File: src/rtl/mix_columns_iter.sv
// Iterative AES MixColumns stage: mixes COLS_PER_CYCLE columns per clock, holds result
// until accepted downstream; per-block bypass passes the state through for the final round.
module mix_columns_iter #(
    parameter int unsigned COLS_PER_CYCLE = 1
) (
    input  logic         clk,
    input  logic         rst,
    input  logic         in_valid,
    output logic         in_ready,
    input  logic [127:0] state_in,
    input  logic         bypass,
    output logic         out_valid,
    input  logic         out_ready,
    output logic [127:0] state_out,
    output logic         busy
);

    localparam int unsigned NCALC    = 4 / COLS_PER_CYCLE;
    localparam int unsigned LAST_CNT = (NCALC - 1) * COLS_PER_CYCLE;
    localparam int unsigned COL_W    = 32;

    typedef enum logic [1:0] {
        IDLE = 2'd0,
        CALC = 2'd1,
        DONE = 2'd2
    } state_t;

    state_t       state_q, state_d;
    logic [1:0]   cnt_q, cnt_d;
    logic [127:0] work_q, work_d;
    logic [2:0]   col_lo, col_hi;

    function automatic logic [7:0] xtime(input logic [7:0] x);
        return {x[6:0], 1'b0} ^ (x[7] ? 8'h1b : 8'h00);
    endfunction

    // One column, row 0 in the most significant byte.
    function automatic logic [31:0] mix_col(input logic [31:0] col);
        logic [7:0] a0, a1, a2, a3;
        logic [7:0] b0, b1, b2, b3;
        a0 = col[31:24];
        a1 = col[23:16];
        a2 = col[15:8];
        a3 = col[7:0];
        b0 = xtime(a0) ^ (xtime(a1) ^ a1) ^ a2 ^ a3;
        b1 = a0 ^ xtime(a1) ^ (xtime(a2) ^ a2) ^ a3;
        b2 = a0 ^ a1 ^ xtime(a2) ^ (xtime(a3) ^ a3);
        b3 = (xtime(a0) ^ a0) ^ a1 ^ a2 ^ xtime(a3);
        return {b0, b1, b2, b3};
    endfunction

    // Next-state, counter and working-register update.
    always_comb begin
        state_d = state_q;
        cnt_d   = cnt_q;
        work_d  = work_q;
        col_lo  = {1'b0, cnt_q};
        col_hi  = col_lo + 3'(COLS_PER_CYCLE);
        case (state_q)
            IDLE: begin
                if (in_valid) begin
                    work_d  = state_in;
                    cnt_d   = '0;
                    state_d = bypass ? DONE : CALC;
                end
            end
            CALC: begin
                for (int c = 0; c < 4; c++) begin
                    if ((3'(c) >= col_lo) && (3'(c) < col_hi)) begin
                        work_d[(3 - c) * COL_W +: COL_W] = mix_col(work_q[(3 - c) * COL_W +: COL_W]);
                    end
                end
                cnt_d = cnt_q + 2'(COLS_PER_CYCLE);
                if (cnt_q == 2'(LAST_CNT)) begin
                    state_d = DONE;
                end
            end
            DONE: begin
                if (out_ready) begin
                    state_d = IDLE;
                end
            end
            default: state_d = IDLE;
        endcase
    end

    // State register; handshake/status outputs registered from the next state.
    always_ff @(posedge clk or posedge rst) begin
        if (rst) begin
            state_q   <= IDLE;
            cnt_q     <= '0;
            work_q    <= '0;
            out_valid <= 1'b0;
            in_ready  <= 1'b1;
            busy      <= 1'b0;
        end else begin
            state_q   <= state_d;
            cnt_q     <= cnt_d;
            work_q    <= work_d;
            out_valid <= (state_d == DONE);
            in_ready  <= (state_d == IDLE);
            busy      <= (state_d != IDLE);
        end
    end

    assign state_out = work_q;

endmodule

File: config.mk
export PLATFORM = sky130hd
export DESIGN_NAME = mix_columns_iter
export DESIGN_NICKNAME = d
export VERILOG_FILES = /design/src/rtl/mix_columns_iter.sv
export SDC_FILE = /design/constraint.sdc
export NUM_CORES = 1
export LEC_CHECK = 0
export CAP_MARGIN = 25
export CORE_ASPECT_RATIO = 0.7
export CORE_MARGIN = 2
export CORE_UTILIZATION = 38
export CTS_CLUSTER_DIAMETER = 60
export DETAILED_ROUTE_END_ITERATION = 7
export DONT_BUFFER_PORTS = 1
export PLACE_DENSITY = 0.55
export SLEW_MARGIN = 40
export SYNTH_ARGS = -nofsm -noshare
export SYNTH_HDL_FRONTEND = slang
export SYNTH_SLANG_ARGS = --single-unit
File: constraint.sdc
create_clock -name clk -period 5.45 [get_ports clk]
set_clock_uncertainty 0.15 [all_clocks]
set_input_delay 1.09 -clock clk [delete_from_list [all_inputs] [get_ports clk]]
set_output_delay 1.09 -clock clk [all_outputs]
set_load 0.05 [all_outputs]
==> summary.md, run 1 <==
| Metric | Value |
|---|---|
| Status | finished clean |
| YS warnings | 0 |
| Final #Nets | 1105 |
| P&R area growth vs syn | 8.62% |
| Average cell area after synthesis | 9.91 sq um |
| Synth cell types | 33 |
| Vias per cell | 5.50 |
| # setup viols final | 0 |
| Reg2reg start | state_q[0] |
| Cell count after synthesis | 1008 |
| Routed Antenna Nets | 0 |
| Max Buffers Root-to-Sink | 2 |
| Max-Cap Viols | 0 |
| Post-CTS Setup Bufs | 0 |
| Endpoint class of the critical path | flip-flop |
| CP arrival | 2.83 ns |
| GRT Total Usage | 20.8% |
| Min-delay src | cnt_q[0] |
| First-pass GRT wire length | 44.9 mm |
| Max Fanout on Critical Path | 33 |
| Via Count | 7224 |
| Vias in the first global route | 7218 |
| CTS tree | built |
| Gr ovfl total | 0 |
| Slowest stage delay, CP | 0.61 ns |
| Iter 0 DRT Violations | 318 |
| Number of synthesized flops with an enable pin | 0 |
| Effective utilization at floorplan | 38.8% |
| Share of synthesized registers carrying an async set or reset | 100% |
| Final wirelength | 28.7 mm |
| Core Region | 25700 sq um |
| Hold Path End | cnt_q[0] |
| Sink Count | 135 |
| Synthesized area | 9980 sq um |
| Reg2reg end | state_out[56] |
| Final Hold Viols | 0 |
| Cell mode on critical path | buf_4 |
| Largest net degree at the start of global routing | 70 |
| Register area share after synthesis | 33.8% |
| CP Data Required Time | 5.66 ns |
| Syn_nets | 1145 |
| Tcrit/Tclk final | 48.0% |
| H-Tree Level Count | 4 |
| Setup_tns | 0 ns |
| RSZ-0062 raised after global routing | false |
| Worst-path clk slew | 0.06 ns |
| Kind of critical path | reg -> reg |
| Die W | 198 um |
| Max frequency | 0.382 GHz |
| Seq cells post-synth | 135 |
| Row cnt | 49 |
| Initial antenna violation count | 7 |
| Drt wl/cell | 21.9 um |
| Min-delay worst type | reg -> reg |
| Post-synth top flop | dfrtp_1 |
| Pins Over Slew Limit | 0 |
| IO buf count | 0 |
| Yosys top cell area share | 33.6% |
| Critical Path Source Type | flip-flop |
| Critical path's slowest cell | nor2_1 |
| Crit-path cells | buf_4 -> nand2_1 -> a21o_1 -> buf_4 -> nor2_1 -> buf_4 -> a221o_1 |
| DRC | 0 |
| Reg2Reg Depth | 7 |
| Flop2flop setup slack | 2.83 ns |
| CTS Hold Bufs | 0 |
| TritonCTS Buffers | 17 |
| Least-Margin Pin Slew | 0.838 ns |
| Min-Delay Path Depth | 1 |
| Die Y | 140 um |
| DRT Pass-1 Iters | 5 |
| CTS resizes | 0 |
| Io pins | 264 |
| Final Critical Period | 2.62 ns |
| GPL Wtd Cong | 0.795 |
| DP HPWL | 20.1 mm |
| Die area | 27600 sq um |
| Rel. slew slack | 44.2% |
| Root Buffer | clkbuf_16 |
| Dominant cell type by area after synthesis | dfrtp_1 |
| Clk_lat worst skew | 0.43 ns |
| Synth area leaders | dfrtp_1, xnor2_1, xor2_1 |
| Share of cells above drive strength 1 | 6.74% |
==> synth_stat cells (2+ instances only) <==
library cell,n
a21o_1,4
nor4b_1,13
and3_1,62
dfrtp_1,134
nand2b_1,2
xor2_2,2
a21oi_1,20
a221o_1,62
nand3_1,56
inv_1,3
buf_1,6
o21ai_0,14
ha_1,4
nor2_1,6
xor2_1,78
xnor2_1,340
or3_1,2
buf_2,33
o211ai_1,52
xnor2_2,8
clkbuf_1,33
nor2b_1,2
nand2_1,62
==> per-layer routing <==
layer	GRT usage, %	up-vias	wire length, um
li1	-	3407	-
met3	7.71	21	2190
met1	30.3	3596	14000
met2	29.6	194	12300
met4	3.60	6	179
met5	0	-	40
==> stage by stage <==
step | util (%) | setup WS (ns) | instance area (sq um) | cells | hold slack, ns
3_5_place_dp | 39.8 | 2.57 | 10200 | 1280 | 0.404
5_1_grt | 42.1 | 2.63 | 10800 | 1312 | 0.445
3_3_place_gp | 39.7 | 2.42 | 10200 | 1280 | 0.397
6_report | 42.1 | 2.83 | 10800 | 1313 | 0.409
2_1_floorplan | - | 0.601 | 9980 | 1008 | 0.364
4_1_cts | 42.1 | 2.82 | 10800 | 1310 | 0.410
==> state kept, by name, summed over array words and instances, names as in the netlist <==
signal	count
busy	1
cnt_q	2
in_ready	1
out_valid	1
state_out	128
state_q	2
==> worst max-delay path, delay by kind of cell (launching register included) <==
| family | cells | cell delay [ns] |
|---|---|---|
| buffers and inverters | 3 | 0.86 |
| AOI/OAI and AO/OA | 2 | 0.37 |
| and+or+nand+nor | 2 | 0.78 |
| DFF | 1 | 0.38 |
==> how the worst max path moves through the flow <==
stage / depth (start not counted) / to / from / slack [ns]
after global routing: 7 / state_out[38] / state_q[0] / 2.63
after detailed placement: 6 / state_out[47] / in_valid / 2.57
after global placement: 6 / state_out[94] / in_valid / 2.42
after CTS: 7 / state_out[47] / state_q[0] / 2.82
final: 7 / state_out[56] / state_q[0] / 2.83
after floorplan: 1 / busy / rst / 0.60
==> final cells by class <==
| class | count | area [sq um] |
|---|---|---|
| multi-input cells | 798 | 6330 |
| well taps | 331 | 414 |
| clock inverters | 9 | 125 |
| inverters | 3 | 16.3 |
| repair buffers | 13 | 97.6 |
| diodes | 3 | 7.51 |
| fillers | 2499 | 14900 |
| clock buffers | 21 | 470 |
| flip-flops and latches | 135 | 3380 |
==> kinds of logic after synthesis <==
kind of cell | Yosys count | synth area share [%]
simple gates | 208 | 11.0
buf+inv | 75 | 3.23
flops | 135 | 33.8
fa+ha+maj | 4 | 0.501
mux | 1 | 0.113
compound gates | 154 | 12.3
xor+xnor | 431 | 39.0
==> layout by cell type, fill, tap and decap left out, types with 16 or more instances in the layout <==
| cell | synthesis | final |
|---|---|---|
| xnor2_1 | 340 | 340 |
| dfrtp_1 | 134 | 134 |
| xor2_1 | 78 | 78 |
| nand2_1 | 62 | 62 |
| and3_1 | 62 | 62 |
| a221o_1 | 62 | 62 |
| nand3_1 | 56 | 56 |
| o211ai_1 | 52 | 52 |
| clkbuf_16 | 0 | 17 |
| a21oi_1 | 20 | 16 |
Power of run 1 is left out: the tool's default activity adds up to more than one toggle a clock period on the data nets, which glitch-free logic cannot reach.
==> run 2: changes to the inputs <==
clock period = 2.6 ns   (was 5.45 ns; I/O delays follow)
==> run 2 against run 1 <==
Net effect:
- setup slack worse by 2.4 ns
- final cell count grew 9.6%
- flip-flop and latch count unchanged
- critical path type unchanged
- highest routed layer unchanged
==> summary.md, run 2 (synthesized netlist as in run 1, its figures left out) <==
| Metric | Value |
|---|---|
| Post-route core utilization | 45.9% |
| Crit-path cells | nand2b_1 -> a21oi_2 -> buf_4 -> nand2_1 -> o211ai_1 |
| Rel. slew slack | 48.0% |
| Gr ovfl total | 0 |
| Flop2flop setup slack | 0.44 ns |
| Die area | 27600 sq um |
| Critical path's slowest cell | dfrtp_1 |
| Tcrit/Tclk final | 83.0% |
| Final #Nets | 1224 |
| DRT Pass-1 Iters | 5 |
| CP Data Required Time | 2.79 ns |
| H-Tree Level Count | 4 |
| # setup viols final | 0 |
| Status | finished clean |
| Die Y | 140 um |
| Min-delay src | state_in[124] |
| Reg2reg end | state_out[75] |
| Setup_tns | 0 ns |
| Max Buffers Root-to-Sink | 2 |
| Die W | 198 um |
| Placed Cells | 1398 |
| Min-delay worst type | in -> reg |
| Post-Layout Cell Count | 1439 |
| Most common library cell in the layout ignoring fill and taps | xnor2_1 |
| Effective utilization at floorplan | 38.8% |
| Slowest stage delay, CP | 0.37 ns |
| Core Region | 25700 sq um |
| DRC | 0 |
| RSZ-0062 raised after global routing | false |
| Iter 0 DRT Violations | 405 |
| Reg2reg start | state_q[0] |
| Via Count | 7651 |
| Drt wl/cell | 20.7 um |
| Max frequency | 0.464 GHz |
| Min-Delay Path Depth | 2 |
| Row cnt | 49 |
| Final Critical Period | 2.16 ns |
| P&R area growth vs syn | 18.3% |
| Max Fanout on Critical Path | 32 |
| Kind of critical path | reg -> reg |
| Io pins | 264 |
| Routed Antenna Nets | 0 |
| Hold_ws | 0.0917 ns |
| DP HPWL | 21.9 mm |
| Sink Count | 135 |
| TritonCTS Buffers | 17 |
| Final wirelength | 29.8 mm |
| Post-CTS Setup Bufs | 0 |
| Root Buffer | clkbuf_16 |
| Largest net degree at the start of global routing | 43 |
| Hold Path End | state_out[124] |
| Worst-path clk slew | 0.07 ns |
| CP bufs+invs | 1 |
| Most frequent cells in the layout | xnor2_1, dfrtp_1, buf_4, xor2_1 |
| GRT Total Usage | 21.7% |
| Clk_lat worst skew | 0.43 ns |
| CP arrival | 2.35 ns |
| First-pass GRT wire length | 46.5 mm |
| Max reg flops | 128 |
| GPL Wtd Cong | 0.830 |
| Critical Path Source Type | flip-flop |
| Endpoint class of the critical path | flip-flop |
| IO buf count | 0 |
| Reg2Reg Depth | 5 |
| Cell family with most CP delay | simple AND/OR/NAND/NOR gates |
| Vias in the first global route | 7794 |
| Initial antenna violation count | 8 |
| Max-Cap Viols | 0 |
| Vias per cell | 5.32 |
| CTS tree | built |
| Pins Over Slew Limit | 0 |
| Least-Margin Pin Slew | 0.780 ns |
| Final Hold Viols | 0 |
| Share of cells above drive strength 1 | 16.7% |
==> run 2: changes by cell type in the layout (fill, tap and decap cells not counted), sizes merged <==
cell,delta
diode,+5
clkbuf,-1
inv,-1
dlygate4sd3,+1
clkinv,+2
buf,+118
clkinvlp,+2
==> run 2: what timing repair did <==
action	4_1_cts	5_1_grt
hold buffers	1	0
resized for setup	0	0
hold endpoints to repair	16	0
==> run 2: area by class of cell <==
type | instances | area [sq um]
Fill cell | 2469 | 13900
Multi-Input combinational cell | 798 | 6310
Sequential cell | 135 | 3380
Timing Repair Buffer | 132 | 1060
Clock buffer | 20 | 467
Tap cell | 331 | 414
Clock inverter | 12 | 150
Antenna cell | 8 | 20.0
Inverter | 3 | 15.0
==> run 2: how the worst max path moves through the flow <==
stage	cells after the start	start	endpoint
after global placement	5	in_valid	state_out[81]
after detailed placement	5	in_valid	state_out[81]
final	5	state_q[0]	state_out[75]
after floorplan	1	rst	busy
after CTS	5	state_q[0]	state_out[75]
after global routing	5	state_q[0]	state_out[75]
==> run 2: per-layer routing <==
layer / part of all wire, % / routed length [um] / track usage, %
met2: 43 / 12900 / 32.0
met5: 0.044 / 13 / 0
met3: 8.0 / 2370 / 6.88
met1: 48 / 14300 / 31.3
met4: 0.69 / 206 / 4.08
==> run 2: through the flow <==
step | instance area (sq um) | setup slack [ns]
finish | 11800 | 0.443
global route | 11800 | 0.230
CTS | 11800 | 0.420
detailed placement | 11200 | 0.362
global placement | 11200 | 0.425
floorplan | 9990 | 0.252
==> run 2: worst reg2reg max path, stage by stage, from the launching register on <==
cell      delay [ns]
dfrtp_1         0.37
nand2b_1        0.36
a21oi_2         0.21
buf_4           0.32
nand2_1         0.37
o211ai_1        0.29
Power of run 2 is left out for the same reason.
==> run 3: changes to the inputs <==
clock period = 2.1 ns   (was 2.6 ns; I/O delays follow)
==> run 3 against run 2 <==
Net effect:
- via count increased by 2.7%
- utilization increased by 1.6 points
- register-to-register slack worse by 0.25 ns
- critical path depth unchanged
==> summary.md, run 3 (synthesized netlist as in run 1, its figures left out) <==
| Metric | Value |
|---|---|
| CP arrival | 2.06 ns |
| Die area | 27600 sq um |
| CTS resizes | 0 |
| Final #Nets | 1277 |
| Most common library cell in the layout ignoring fill and taps | xnor2_1 |
| Drt wl/cell | 20.2 um |
| RSZ-0062 raised after global routing | false |
| Slowest stage delay, CP | 0.39 ns |
| Die W | 198 um |
| Routed Antenna Nets | 0 |
| First-pass GRT wire length | 47.5 mm |
| Vias in the first global route | 7974 |
| DRT Pass-1 Iters | 5 |
| Final wirelength | 30.2 mm |
| Most frequent cells in the layout | xnor2_1, buf_4, dfrtp_1, xor2_1 |
| Placed Cells | 1441 |
| Endpoint class of the critical path | flip-flop |
| Row cnt | 49 |
| Share of cells above drive strength 1 | 19.1% |
| Final Critical Period | 1.91 ns |
| Worst-path clk slew | 0.06 ns |
| Tcrit/Tclk final | 90.8% |
| Root Buffer | clkbuf_16 |
| Pins Over Slew Limit | 0 |
| Initial antenna violation count | 9 |
| Status | finished clean |
| Vias per cell | 5.28 |
| CP Data Required Time | 2.25 ns |
| Kind of critical path | reg -> reg |
| Max Fanout on Critical Path | 30 |
| Cell mode on critical path | buf_4 |
| Post-route core utilization | 47.5% |
| Post-CTS Setup Bufs | 0 |
| Largest net degree at the start of global routing | 72 |
| IO buf count | 0 |
| Via Count | 7860 |
| Critical path's slowest cell | a221o_1 |
| Final Hold Viols | 0 |
| Die Y | 140 um |
| Sink Count | 135 |
| Max reg flops | 128 |
| Clk_lat worst skew | 0.42 ns |
| Post-Layout Cell Count | 1490 |
| Core Region | 25700 sq um |
| H-Tree Level Count | 4 |
| Min-delay worst type | in -> reg |
| # setup viols final | 0 |
| Crit-path cells | buf_4 -> nand2_1 -> a21o_1 -> buf_4 -> a221o_1 |
| Io pins | 264 |
| Iter 0 DRT Violations | 368 |
| CTS tree | built |
| Rel. slew slack | 62.7% |
| Fill count | 2469 |
| GPL Wtd Cong | 0.841 |
| Max Buffers Root-to-Sink | 2 |
| TritonCTS Buffers | 17 |
| Critical Path Source Type | flip-flop |
| Effective utilization at floorplan | 38.8% |
| Max-Cap Viols | 0 |
| DP HPWL | 22.1 mm |
| GRT Total Usage | 22.1% |
| Gr ovfl total | 0 |
| Max frequency | 0.525 GHz |
| Least-Margin Pin Slew | 0.555 ns |
| P&R area growth vs syn | 22.5% |
| DRC | 0 |
==> run 3: cell types whose count changed in the layout (fill, tap and decap cells not counted), sizes merged <==
cell         previous run  this run
buf                   131       174
dlygate4sd3             1        11
clkbuf                 20        26
clkinv                  6         1
clkinvlp                4         1
bufinv                  3         2
diode                   8         9
==> run 3: layout make-up <==
| class | count | area, sq um | area share, % |
|---|---|---|---|
| Clock buffer | 26 | 509 | 4.16 |
| Sequential cell | 135 | 3380 | 27.6 |
| Antenna cell | 9 | 22.5 | 0.184 |
| Inverter | 3 | 15.0 | 0.123 |
| Timing Repair Buffer | 185 | 1520 | 12.4 |
| Clock inverter | 3 | 65.1 | 0.532 |
| Tap cell | 331 | 414 | 3.39 |
| Multi-Input combinational cell | 798 | 6310 | 51.6 |
==> run 3: critical path, delay by kind of cell (launching register included) <==
kind | cells | cell delay, ns
compound gates | 2 | 0.59
buf+inv | 2 | 0.51
flops | 1 | 0.34
simple gates | 1 | 0.17
==> run 3: what timing repair did <==
action	in CTS	in global routing
hold buffers	11	0
endpoints found under the hold margin	144	0
endpoints found under the setup margin	0	0
==> run 3: metrics by stage <==
step / setup TNS, ns / hold WS (ns) / cell area, sq um / setup WS, ns
2_1_floorplan: -19.88 / 0.364 / 9990 / -0.148
3_3_place_gp: 0 / 0.306 / 11500 / 0.248
3_5_place_dp: 0 / 0.313 / 11500 / 0.209
4_1_cts: 0 / 0.000695 / 12200 / 0.188
5_1_grt: 0 / 0.00446 / 12200 / 0.0321
6_report: 0 / 0.0144 / 12200 / 0.194
==> run 3: worst paths after layout <==
check | to | cells after the start | slack (ns) | startpoint
worst max-delay path | state_out[98] | 5 | 0.19 | state_q[0]
worst min-delay path | state_out[13] | 2 | 0.01 | state_in[13]
worst max register to register | state_out[98] | 5 | 0.19 | state_q[0]
worst min register to register | cnt_q[0] | 1 | 0.40 | cnt_q[0]
max in group asynchronous | state_out[99] | 3 | 0.95 | rst
min in group asynchronous | state_out[10] | 3 | 0.45 | rst
==> run 3: per-layer routing <==
| metal | GRT usage, % | vias up | share of wire, % |
|---|---|---|---|
| met1 | 31.7 | 3865 | 48 |
| li1 | - | 3750 | - |
| met5 | 0 | - | 0.043 |
| met2 | 32.1 | 228 | 43 |
| met4 | 4.12 | 2 | 0.62 |
| met3 | 7.68 | 15 | 8.2 |
Power of run 3 is left out for the same reason.
